<file path="src/rtl/vga_timing_pkg.sv">
// Mode constants and sizing helper for the parametrised VGA timing generator.
package vga_timing_pkg;

  typedef struct packed {
    int unsigned h_active;
    int unsigned h_fp;
    int unsigned h_sync;
    int unsigned h_bp;
    int unsigned v_active;
    int unsigned v_fp;
    int unsigned v_sync;
    int unsigned v_bp;
    bit          h_pol;
    bit          v_pol;
  } vga_mode_t;

  localparam vga_mode_t MODE_640X480_60  = '{640, 16, 96, 48, 480, 10, 2, 33, 1'b0, 1'b0};
  localparam vga_mode_t MODE_800X600_60  = '{800, 40, 128, 88, 600, 1, 4, 23, 1'b1, 1'b1};
  localparam vga_mode_t MODE_1024X768_60 = '{1024, 24, 136, 160, 768, 3, 6, 29, 1'b0, 1'b0};

  // Smallest counter width that can hold max(HT,VT)-1.
  function automatic int unsigned min_cnt_w(input vga_mode_t m);
    int unsigned ht;
    int unsigned vt;
    int unsigned tmax;
    int unsigned w;
    ht   = m.h_active + m.h_fp + m.h_sync + m.h_bp;
    vt   = m.v_active + m.v_fp + m.v_sync + m.v_bp;
    tmax = (ht > vt) ? ht : vt;
    w    = 1;
    while ((32'd1 << w) < tmax) w++;
    return w;
  endfunction

endpackage

</file>
<file path="src/rtl/vga_axis_counter.sv">
// Wrapping position counter for one display axis, with active and sync window decode.
module vga_axis_counter #(
  parameter int unsigned ACTIVE = 640,
  parameter int unsigned FP     = 16,
  parameter int unsigned SYNC   = 96,
  parameter int unsigned BP     = 48,
  parameter int unsigned CNT_W  = 10
) (
  input  logic             clk,
  input  logic             rst,
  input  logic             i_adv,
  output logic [CNT_W-1:0] o_pos,
  output logic             o_wrap,
  output logic             o_act,
  output logic             o_sync_act
);

  localparam logic [31:0] TOTAL   = 32'(ACTIVE + FP + SYNC + BP);
  localparam logic [31:0] ACT_END = 32'(ACTIVE);
  localparam logic [31:0] SYNC_LO = 32'(ACTIVE + FP);
  localparam logic [31:0] SYNC_HI = 32'(ACTIVE + FP + SYNC);

  logic [CNT_W-1:0] r_pos;
  logic [31:0]      w_pos;

  assign w_pos      = 32'(r_pos);
  assign o_pos      = r_pos;
  assign o_wrap     = (w_pos == TOTAL - 32'd1);
  assign o_act      = (w_pos < ACT_END);
  assign o_sync_act = (w_pos >= SYNC_LO) && (w_pos < SYNC_HI);

  always_ff @(posedge clk) begin
    if (rst) begin
      r_pos <= '0;
    end else if (i_adv) begin
      r_pos <= o_wrap ? '0 : r_pos + CNT_W'(1);
    end
  end

endmodule

</file>
<file path="src/rtl/vga_timing_gen.sv">
// Parametrised VGA/CVT timing generator with pixel enable and registered, aligned outputs.
// Optional macro VGA_TIMING_FRAME_CNT_EN adds a 16-bit frame counter output.
module vga_timing_gen
  import vga_timing_pkg::*;
#(
  parameter int unsigned H_ACTIVE = MODE_640X480_60.h_active,
  parameter int unsigned H_FP     = MODE_640X480_60.h_fp,
  parameter int unsigned H_SYNC   = MODE_640X480_60.h_sync,
  parameter int unsigned H_BP     = MODE_640X480_60.h_bp,
  parameter int unsigned V_ACTIVE = MODE_640X480_60.v_active,
  parameter int unsigned V_FP     = MODE_640X480_60.v_fp,
  parameter int unsigned V_SYNC   = MODE_640X480_60.v_sync,
  parameter int unsigned V_BP     = MODE_640X480_60.v_bp,
  parameter bit          H_POL    = MODE_640X480_60.h_pol,
  parameter bit          V_POL    = MODE_640X480_60.v_pol,
  parameter int unsigned CNT_W    = 10
) (
  input  logic             clk,
  input  logic             rst,
  input  logic             ce,
`ifdef VGA_TIMING_FRAME_CNT_EN
  output logic [15:0]      frame_cnt,
`endif
  output logic             hsync,
  output logic             vsync,
  output logic             valid,
  output logic [CNT_W-1:0] h_cnt,
  output logic [CNT_W-1:0] v_cnt,
  output logic             line_start,
  output logic             frame_start
);

  localparam longint unsigned HT    = longint'(H_ACTIVE) + H_FP + H_SYNC + H_BP;
  localparam longint unsigned VT    = longint'(V_ACTIVE) + V_FP + V_SYNC + V_BP;
  localparam longint unsigned CAPAC = longint'(1) << CNT_W;

  if (H_ACTIVE == 0 || H_FP == 0 || H_SYNC == 0 || H_BP == 0 ||
      V_ACTIVE == 0 || V_FP == 0 || V_SYNC == 0 || V_BP == 0 || CNT_W == 0) begin : g_err_zero
    $error("vga_timing_gen: timing/width parameters must be non-zero");
  end
  if (HT > CAPAC || VT > CAPAC) begin : g_err_cnt_w
    $error("vga_timing_gen: CNT_W too small for HT/VT");
  end

  logic [CNT_W-1:0] w_hpos, w_vpos;
  logic             w_h_wrap, w_v_wrap_unused;
  logic             w_h_act, w_v_act, w_hs_act, w_vs_act;
  logic             w_valid, w_line_first, w_frame_first;

  vga_axis_counter #(
    .ACTIVE(H_ACTIVE), .FP(H_FP), .SYNC(H_SYNC), .BP(H_BP), .CNT_W(CNT_W)
  ) u_h (
    .clk(clk), .rst(rst), .i_adv(ce),
    .o_pos(w_hpos), .o_wrap(w_h_wrap), .o_act(w_h_act), .o_sync_act(w_hs_act)
  );

  // Vertical axis steps once per line, so vsync changes only at the hpos=0 boundary.
  vga_axis_counter #(
    .ACTIVE(V_ACTIVE), .FP(V_FP), .SYNC(V_SYNC), .BP(V_BP), .CNT_W(CNT_W)
  ) u_v (
    .clk(clk), .rst(rst), .i_adv(ce & w_h_wrap),
    .o_pos(w_vpos), .o_wrap(w_v_wrap_unused), .o_act(w_v_act), .o_sync_act(w_vs_act)
  );

  assign w_valid       = w_h_act & w_v_act;
  assign w_line_first  = (w_hpos == '0);
  assign w_frame_first = w_line_first & (w_vpos == '0);

  // Output stage: every output describes the same (hpos,vpos), one enabled cycle late.
  logic             r_hsync, r_vsync, r_valid, r_line_start, r_frame_start;
  logic [CNT_W-1:0] r_h_cnt, r_v_cnt;

  always_ff @(posedge clk) begin
    if (rst) begin
      r_hsync       <= ~H_POL;
      r_vsync       <= ~V_POL;
      r_valid       <= 1'b0;
      r_h_cnt       <= '0;
      r_v_cnt       <= '0;
      r_line_start  <= 1'b0;
      r_frame_start <= 1'b0;
    end else if (ce) begin
      r_hsync       <= w_hs_act ? H_POL : ~H_POL;
      r_vsync       <= w_vs_act ? V_POL : ~V_POL;
      r_valid       <= w_valid;
      r_h_cnt       <= w_valid ? w_hpos : '0;
      r_v_cnt       <= w_valid ? w_vpos : '0;
      r_line_start  <= w_line_first;
      r_frame_start <= w_frame_first;
    end
  end

  assign hsync       = r_hsync;
  assign vsync       = r_vsync;
  assign valid       = r_valid;
  assign h_cnt       = r_h_cnt;
  assign v_cnt       = r_v_cnt;
  assign line_start  = r_line_start;
  assign frame_start = r_frame_start;

`ifdef VGA_TIMING_FRAME_CNT_EN
  logic [15:0] r_frame_cnt;

  always_ff @(posedge clk) begin
    if (rst) begin
      r_frame_cnt <= '0;
    end else if (ce && w_frame_first) begin
      r_frame_cnt <= r_frame_cnt + 16'd1;
    end
  end

  assign frame_cnt = r_frame_cnt;
`endif

endmodule

</file>
<file path="config.mk">
export PLATFORM = sky130hd
export DESIGN_NAME = vga_timing_gen
export DESIGN_NICKNAME = d
export VERILOG_FILES = /design/src/rtl/vga_timing_pkg.sv /design/src/rtl/vga_axis_counter.sv /design/src/rtl/vga_timing_gen.sv
export SDC_FILE = /design/constraint.sdc
export NUM_CORES = 1
export LEC_CHECK = 0
export BUFFER_PORTS_ARGS = -buffer_cell sky130_fd_sc_hd__buf_4
export CORE_ASPECT_RATIO = 1.25
export CORE_MARGIN = 1
export CORE_UTILIZATION = 27
export CTS_CLUSTER_DIAMETER = 100
export DETAILED_ROUTE_END_ITERATION = 8
export SLEW_MARGIN = 40
export SYNTH_ARGS = -nofsm -noshare
export SYNTH_HDL_FRONTEND = slang
export SYNTH_SLANG_ARGS = --single-unit
</file>
<file path="constraint.sdc">
create_clock -name clk -period 2.5 [get_ports clk]
set_input_delay 0.375 -clock clk [delete_from_list [all_inputs] [get_ports clk]]
set_output_delay 0.375 -clock clk [all_outputs]
set_load 0.005 [all_outputs]
</file>
[After elaboration in Yosys (flattened, before gate mapping)]
Cells that the tools add are included.
Word-level totals
  memories kept: 0
  register bits: 45
  RAM bits: 0
  ROM bits: 0
  output and inout port bits: 25
  input bits: 3
  latch bits: 0
  word-level logic and storage cells: 32
Cells by class
  multiply operators: 0
  mux-type cells: 6
  bitwise gates (word level): 3
  reductions and logical operators: 4
  divide/modulo/power cells: 0
  order comparisons: 6
  equality and inequality tests: 2
  $add $sub $neg: 2
  shift operators: 0
Operators by type and width (number)
  $mux W10: 4
  $add A10 B1 Y10 const B: 2
  $eq A10 B10 Y1 const B: 2
  $logic_not A10 Y1: 2
  $lt A10 B10 Y1 const B: 2
  $lt A10 B9 Y1 const B: 2
  $ge A10 B10 Y1 const B: 1
  $ge A10 B9 Y1 const B: 1
  $and A1 B1 Y1: 3
  $logic_and A1 B1 Y1: 2
  $mux W1: 2

[Longest topological paths before layout]
Gate-level depths: netlist of the first run.
  depth after elaboration: 3
  mapped depth: 7
  gate-level depth less buffers: 6

[Modules after synthesis]
Synthesis of the first run repeated with hierarchy kept, for this count alone.
Unflattened totals
  cell total of the unflattened synthesis: 214
  area total of the unflattened synthesis: 1999.4 µm²
Modules (own cells, without submodules)
  vga_timing_gen: seq. area each 500.5 µm², times used 1, area an instance 953.4 µm², cells an instance 95
  vga_axis_counter (u_h): seq. area each 200.2 µm², times used 1, area an instance 531.8 µm², cells an instance 61
  vga_axis_counter (u_v): seq. area each 200.2 µm², times used 1, area an instance 514.2 µm², cells an instance 58

[Worst setup path after synthesis of the first run]
No wires, ideal clock.
  path type: register to register
  from: register u_h.r_pos[0], in the netlist u_h.o_pos[0]
  to: register u_v.r_pos[6], in the netlist u_v.o_pos[6]
  setup slack: 571 ps
  required time: 2430 ps
  period minus slack after synthesis: 1929 ps
  arrival: 1860 ps
  path buffers: 0
  stages on the path, launching flop included: 6
  setup time: 70 ps
  path through: dfxtp_1 > ha_1 > nand4_2 > or4_4 > or4_1 > a21oi_1
On the way
  cells in the longest elaborated chain, start to end: 2
Ends and longest elaborated chain
  start, declared: RTL line vga_axis_counter.sv:23  | logic [CNT_W-1:0] r_pos;
  start signal, assigned: RTL line vga_axis_counter.sv:36  | r_pos <= o_wrap ? '0 : r_pos + CNT_W'(1);
  $eq A10 B10 Y1: RTL line vga_axis_counter.sv:28  | assign o_wrap = (w_pos == TOTAL - 32'd1);
  $and A1 B1 Y1: RTL line vga_timing_gen.sv:61  | .clk(clk), .rst(rst), .i_adv(ce & w_h_wrap),
  end signal, assigned: RTL line vga_axis_counter.sv:36
  end, declared: RTL line vga_axis_counter.sv:23
No other way between the ends.
A chain may end at the register's enable or synchronous reset.

[Final worst setup path of the first run]
Same ends and word-level chain as after synthesis.

==> results of run 1 <==
## registers in the layout, indices dropped and copies added, names as in the netlist
signal	count
frame_start	1
h_cnt	10
hsync	1
line_start	1
u_h.o_pos	10
u_v.o_pos	10
v_cnt	10
valid	1
vsync	1
## placed cells by master (no fill, tap or decap), drive strengths merged, types with 2 or more instances in the layout
cell type / Yosys / routed
o31ai: 2 / 2
and3: 3 / 3
dfxtp: 45 / 45
nand2: 11 / 11
or3: 2 / 2
and4b: 2 / 2
nand2b: 3 / 3
or2: 2 / 2
nand3: 10 / 10
nand4: 4 / 4
nand4b: 3 / 3
nor2: 18 / 18
a22o: 18 / 18
xor2: 7 / 7
or4: 4 / 4
nor3: 4 / 4
inv: 4 / 4
a21oi: 8 / 8
mux2i: 3 / 3
o21ai: 3 / 3
nor4: 4 / 4
clkbuf: 7 / 6
a21o: 2 / 2
xnor2: 4 / 4
ha: 4 / 4
and4: 4 / 4
buf: 9 / 29
## metal layers
layer	part of all wire (%)	track usage [%]
met4	2.2	6.604
met2	48	21.46
met5	0	0
met1	47	14.42
met3	3.4	2.559
## through the flow
step	util [%]	power (W)	instances	hold slack (ns)	area [sq um]
detailed placement	32.34	0.0008245	299	0.4335	2163
finish	34.14	0.001378	307	0.3774	2283
CTS	34.14	0.001399	307	0.3825	2283
global placement	32.34	0.0008231	299	0.4325	2163
global route	34.14	0.001440	307	0.3907	2283
floorplan	-	0.0007956	199	0.4345	1912
## layout make-up
type	count	area, sq um	area share [%]
multi-input combinational	134	920.9	40.33
timing repair buffer	29	217.7	9.534
clock inverter	2	37.54	1.644
tap	87	108.9	4.767
sequential	45	900.9	39.45
inverter	4	15.01	0.6575
clock buffer	6	82.58	3.616
## cell families (layout without fill, tap and decap cells)
group	after synthesis	count (layout)	synth area share (%)
AOI/OAI and AO/OA	37	37	14.40
xor gates and xnor gates	11	11	5.039
adders and majority gates	4	4	2.618
buffers and inverters	20	41	4.712
DFF	45	45	47.12
muxes	3	3	1.571
and+or+nand+nor	79	79	24.54
## worst max-delay path by stage
stage                         endpoint  slack [ns]  cells after the start
final                     u_v.o_pos[6]        0.43                      5
after floorplan           u_v.o_pos[6]        0.57                      5
after global routing      u_v.o_pos[6]        0.33                      5
after global placement    u_v.o_pos[6]        0.50                      5
after CTS                 u_v.o_pos[6]        0.44                      5
after detailed placement  u_v.o_pos[6]        0.46                      5
## report_power, final
part	internal (W)	leakage (nW)	switching [W]
logic	0.0000287	0.477	0.0000370
clock network	0.000325	0.0574	0.000247
registers	0.000728	0.364	0.0000120
==> out/summary.txt, run 1 <==
Worst path bufs/invs = 0
RSZ-0062 raised after global routing = false
Drt pass-1 iters = 4
Fmax = 0.4833 GHz
Buffers on Ports = 27
Synth Cell Area = 0.001912 sq mm
Seq cells post-synth = 45
Worst Hold Endpoint = u_v.o_pos[0]
Worst-path clk slew = 0.09 ns
Post-Synthesis Cells = 199
Worst-Skew Late Latency = 0.30 ns
Worst path required time = 2.73 ns
Fin nets = 226
Critical Path Start = u_h.o_pos[0]
Sequential-to-total area share from yosys stat = 47.12%
Worst R2R Path Depth = 5
Overflow after GRT = 0
Synth top area share = 47.12%
Root buffer cell = clkbuf_8
Top cells by count, synth = dfxtp_1 (45), a22o_1 (18), nor2_1 (18)
Final Max Tran Viols = 0
Status = complete, no violations
Worst Hold Class = input pin to register
Leak Pwr = 0.8987 nW
Ports = 28
Vias per cell = 4.893
Post-cts resize count = 0
R2r setup slk = 0.43 ns
Worst slew margin = 71.92%
Largest net degree at the start of global routing = 23
Post-synth ARST share = 0%
# clock sinks = 45
Reg-to-Reg Start = u_h.o_pos[0]
Synth warnings = 0
Initial Util = 28.58%
Post-synth EDFFs = 0
Die width = 77.27 um
Synth Flop Type = dfxtp_1
Final worst-path cycle share = 82.76%
Max Cap Viol = 0
Row count = 33
Synthesized net count = 206
H-tree depth = 2
Crit path time final = 2.069 ns
Crit path arrival time = 2.30 ns
CORE AREA = 0.006689 sq mm
Final ANT Viol Nets = 0
Worst hold path depth = 2
Total length of routed wires = 4169 um
Number of remaining DRC errors = 0
Worst slew pin tran = 0.4180 ns
Setup slack after placement = 0.4571 ns
Largest area contributor in the netlist = dfxtp_1
GP Congestion = 0.8181
Clk_skew = 0.006424 ns
Number of hold buffers added after CTS = 0
Fraction of layout cells with a size suffix above 1 = 19.55%
Slowest-stage cell, CP = or4_4
Num CTS Buffers = 5
Initial antenna violation count = 0
Clk buf depth = 2
Crit path max-delay family = simple AND/OR/NAND/NOR gates
Worst-path cell chain = ha_1, nand4_2, or4_4, or4_1, a21oi_1
Synth top area cells = dfxtp_1 (47%), a22o_1 (8.2%), nor2_1 (3.5%), xor2_1 (3.2%), ha_1 (2.6%)
Overall Global Routing Usage = 12.40%
Fillers = 704
WL per Instance = 13.58 um
Hpwl dp = 2992 um
Count leader, synth = dfxtp_1
Die Y = 96.08 um
Final setup margin = 0.4310 ns
Mean post-synth cell area = 9.607 sq um
Final hold violations = 0
Post-CTS Setup Bufs = 0
Crit path kind = register to register
Cell variety after synth = 43
CTS tree = yes
Startpoint Class = register
Ant diodes = 0
Worst stage delay on the critical path = 0.53 ns
Area growth syn-to-layout = 19.44%
R2R Path End = u_v.o_pos[6]
Worst VDD drop = 183.4 uV
PD cells = 603.3 mW/mm^2
Final TNS setup = 0 ns
Critical path endpoint category = register
Worst hold start = rst
Max FO, Critical Path = 5
Die area = 0.007424 sq mm
Vias = 1502
Vias in the first global route = 1418
First-pass GRT wire length = 6955 um
Final setup vio count = 0
Iter 0 DRT Violations = 90
(Power assumes the default switching activity.)
==> run 2, diff against run 1 <==
Settings changed: ABC_AREA set to 1.
Clock period 2.5 ns to 2.1 ns, I/O delays scaled along.
==> out/summary.txt, run 2 <==
Status = complete, no violations
# clock sinks = 45
Synth top area share = 41.14%
XOR/XNOR share of the synthesized area = 0.8000%
Max Cap Viol = 0
Die area = 0.008476 sq mm
Final setup vio count = 0
Final TNS setup = 0 ns
CORE AREA = 0.007838 sq mm
Post-synth EDFFs = 0
Final Max Tran Viols = 0
Clk buf depth = 2
Post-Synth Adder-Cell Area = 2.286%
Fraction of layout cells with a size suffix above 1 = 19.15%
Largest area contributor in the netlist = dfxtp_1
Synth Cell Area = 0.002190 sq mm
Count leader, synth = nand2_1
Buffers on Ports = 27
Vias in the first global route = 1899
Clk_skew = 0.003897 ns
First-pass GRT wire length = 8790 um
Initial antenna violation count = 0
Area growth syn-to-layout = 17.20%
CTS tree = yes
Seq cells post-synth = 45
Synth Flop Type = dfxtp_1
Crit path kind = register to register
Fillers = 869
Synth warnings = 0
Worst hold path depth = 2
Fmax = 0.6714 GHz
Cell variety after synth = 34
Post-Synthesis Cells = 301
Worst R2R Path Depth = 8
Post-layout util = 32.74%
Ports = 28
Max FO, Critical Path = 9
Most frequent cells in the layout = nand2_1 (70), dfxtp_1 (45), nor2_1 (42), buf_4 (29)
Post-route cell area = 0.002566 sq mm
Worst path required time = 2.30 ns
Main combinational cell family by area after synthesis = simple AND/OR/NAND/NOR gates
Total length of routed wires = 5198 um
Worst stage delay on the critical path = 0.38 ns
Worst Hold Class = input pin to register
Critical Path Start = u_h.o_pos[0]
Worst-Skew Late Latency = 0.29 ns
Worst slew margin = 67.68%
WL per Instance = 12.26 um
Leak Pwr = 1.078 nW
Synth top area cells = dfxtp_1 (41%), nand2_1 (12%), nor2_1 (7.2%), nand3_1 (6.4%), inv_1 (4.8%)
Top cells by count, synth = nand2_1 (70), dfxtp_1 (45), nor2_1 (42)
Mux share of post-synthesis cell area = 0%
Final setup margin = 0.6107 ns
RSZ-0062 raised after global routing = false
Row count = 36
Vias = 1955
H-tree depth = 2
Die Y = 102.7 um
PD cells = 585.1 mW/mm^2
Crit path time final = 1.489 ns
Post-cts resize count = 0
Commonest non-fill, non-tap cell in the layout = nand2_1
Critical path endpoint category = register
Number of remaining DRC errors = 0
Hpwl dp = 3863 um
Final ANT Viol Nets = 0
Post-CTS Setup Bufs = 0
Hold Slack = 0.2773 ns
Worst hold start = ce
Die width = 82.55 um
Final worst-path cycle share = 70.92%
Worst VDD drop = 263.6 uV
Worst-path clk slew = 0.08 ns
Reg-to-Reg Start = u_h.o_pos[0]
Compound-Gate Fraction of Synth Area = 6.914%
Drt pass-1 iters = 4
Simple-gate area share of the yosys netlist = 40.91%
Vias per cell = 4.611
Initial Util = 27.94%
Crit path arrival time = 1.69 ns
Mean post-synth cell area = 7.274 sq um
Overall Global Routing Usage = 13.75%
Overflow after GRT = 0
Fin nets = 336
Ant diodes = 0
Setup slack after placement = 0.6165 ns
Worst-path cell chain = ha_1, nand2_2, nor2_4, nand3_4, nand2_8, nand2_4, nand3_1, inv_1
Root buffer cell = clkbuf_8
Synthesized net count = 308
GP Congestion = 0.8722
Slowest-stage cell, CP = dfxtp_1
Post-synth ARST share = 0%
Sequential-to-total area share from yosys stat = 41.14%
Worst slew pin tran = 0.4843 ns
Final hold violations = 0
Largest net degree at the start of global routing = 27
Iter 0 DRT Violations = 83
Startpoint Class = register
Number of hold buffers added after CTS = 0
Post-placement cell area = 0.002480 sq mm
Num CTS Buffers = 5
-- run 2: changes by cell type in the layout (fill, tap and decap cells not counted), sizes merged, moves of 4 or more --
cell and change:
or4 -4, a22o -17, nor2 +32, nand4 +4
inv +30, nor4 -4, xnor2 -4, nand2 +66
a21oi +12, xor2 -5, nor3 +5, nand3 +22
and4 -4
-- run 2: layer usage --
metal,vias up,routed length (um),GRT usage [%]
met5,-,0,0
met3,11,187,2.832
li1,1025,-,-
met2,38,2565,23.46
met4,0,119,6.764
met1,881,2325,16.20
-- run 2: power by group --
part	switching (W)	leakage, nW	internal [W]
clock	0.000276	0.0443	0.000261
sequential	0.00000842	0.364	0.000863
combinational	0.0000597	0.670	0.0000330
-- run 2: critical path: cells and delay by family (launching register included) --
| kind | cells | cell delay [ns] |
|---|---|---|
| buffers and inverters | 1 | 0.04 |
| DFF | 1 | 0.38 |
| and+or+nand+nor | 6 | 0.75 |
| adders and majority gates | 1 | 0.23 |
-- run 2: final timing paths --
kind / to / slack (ns)
worst max-delay path: u_v.o_pos[3] / 0.61
worst min-delay path: v_cnt[9] / 0.28
worst max register to register: u_v.o_pos[3] / 0.61
worst min register to register: v_cnt[9] / 0.44
-- run 2: through the flow --
step / instances / total power (W)
2_1_floorplan: 301 / 0.0009550
3_3_place_gp: 417 / 0.0009852
3_5_place_dp: 417 / 0.0009861
4_1_cts: 424 / 0.001526
5_1_grt: 424 / 0.001576
6_report: 424 / 0.001502
-- run 2: logic make-up (layout without fill, tap and decap cells) --
family / count (synthesis) / count (layout)
AND/OR/NAND/NOR: 180 / 180
flip-flops: 45 / 45
buffers and inverters: 42 / 70
AO/OA/AOI/OAI: 28 / 28
adder cells (fa/ha/maj): 4 / 4
XOR/XNOR: 2 / 2
-- run 2: layout make-up --
type / instances / area, sq um / area share (%)
clock buffer: 7 / 86.33 / 3.364
tap: 95 / 118.9 / 4.632
multi-input combinational: 214 / 1115 / 43.44
sequential: 45 / 900.9 / 35.10
timing repair buffer: 29 / 217.7 / 8.484
inverter: 34 / 127.6 / 4.973
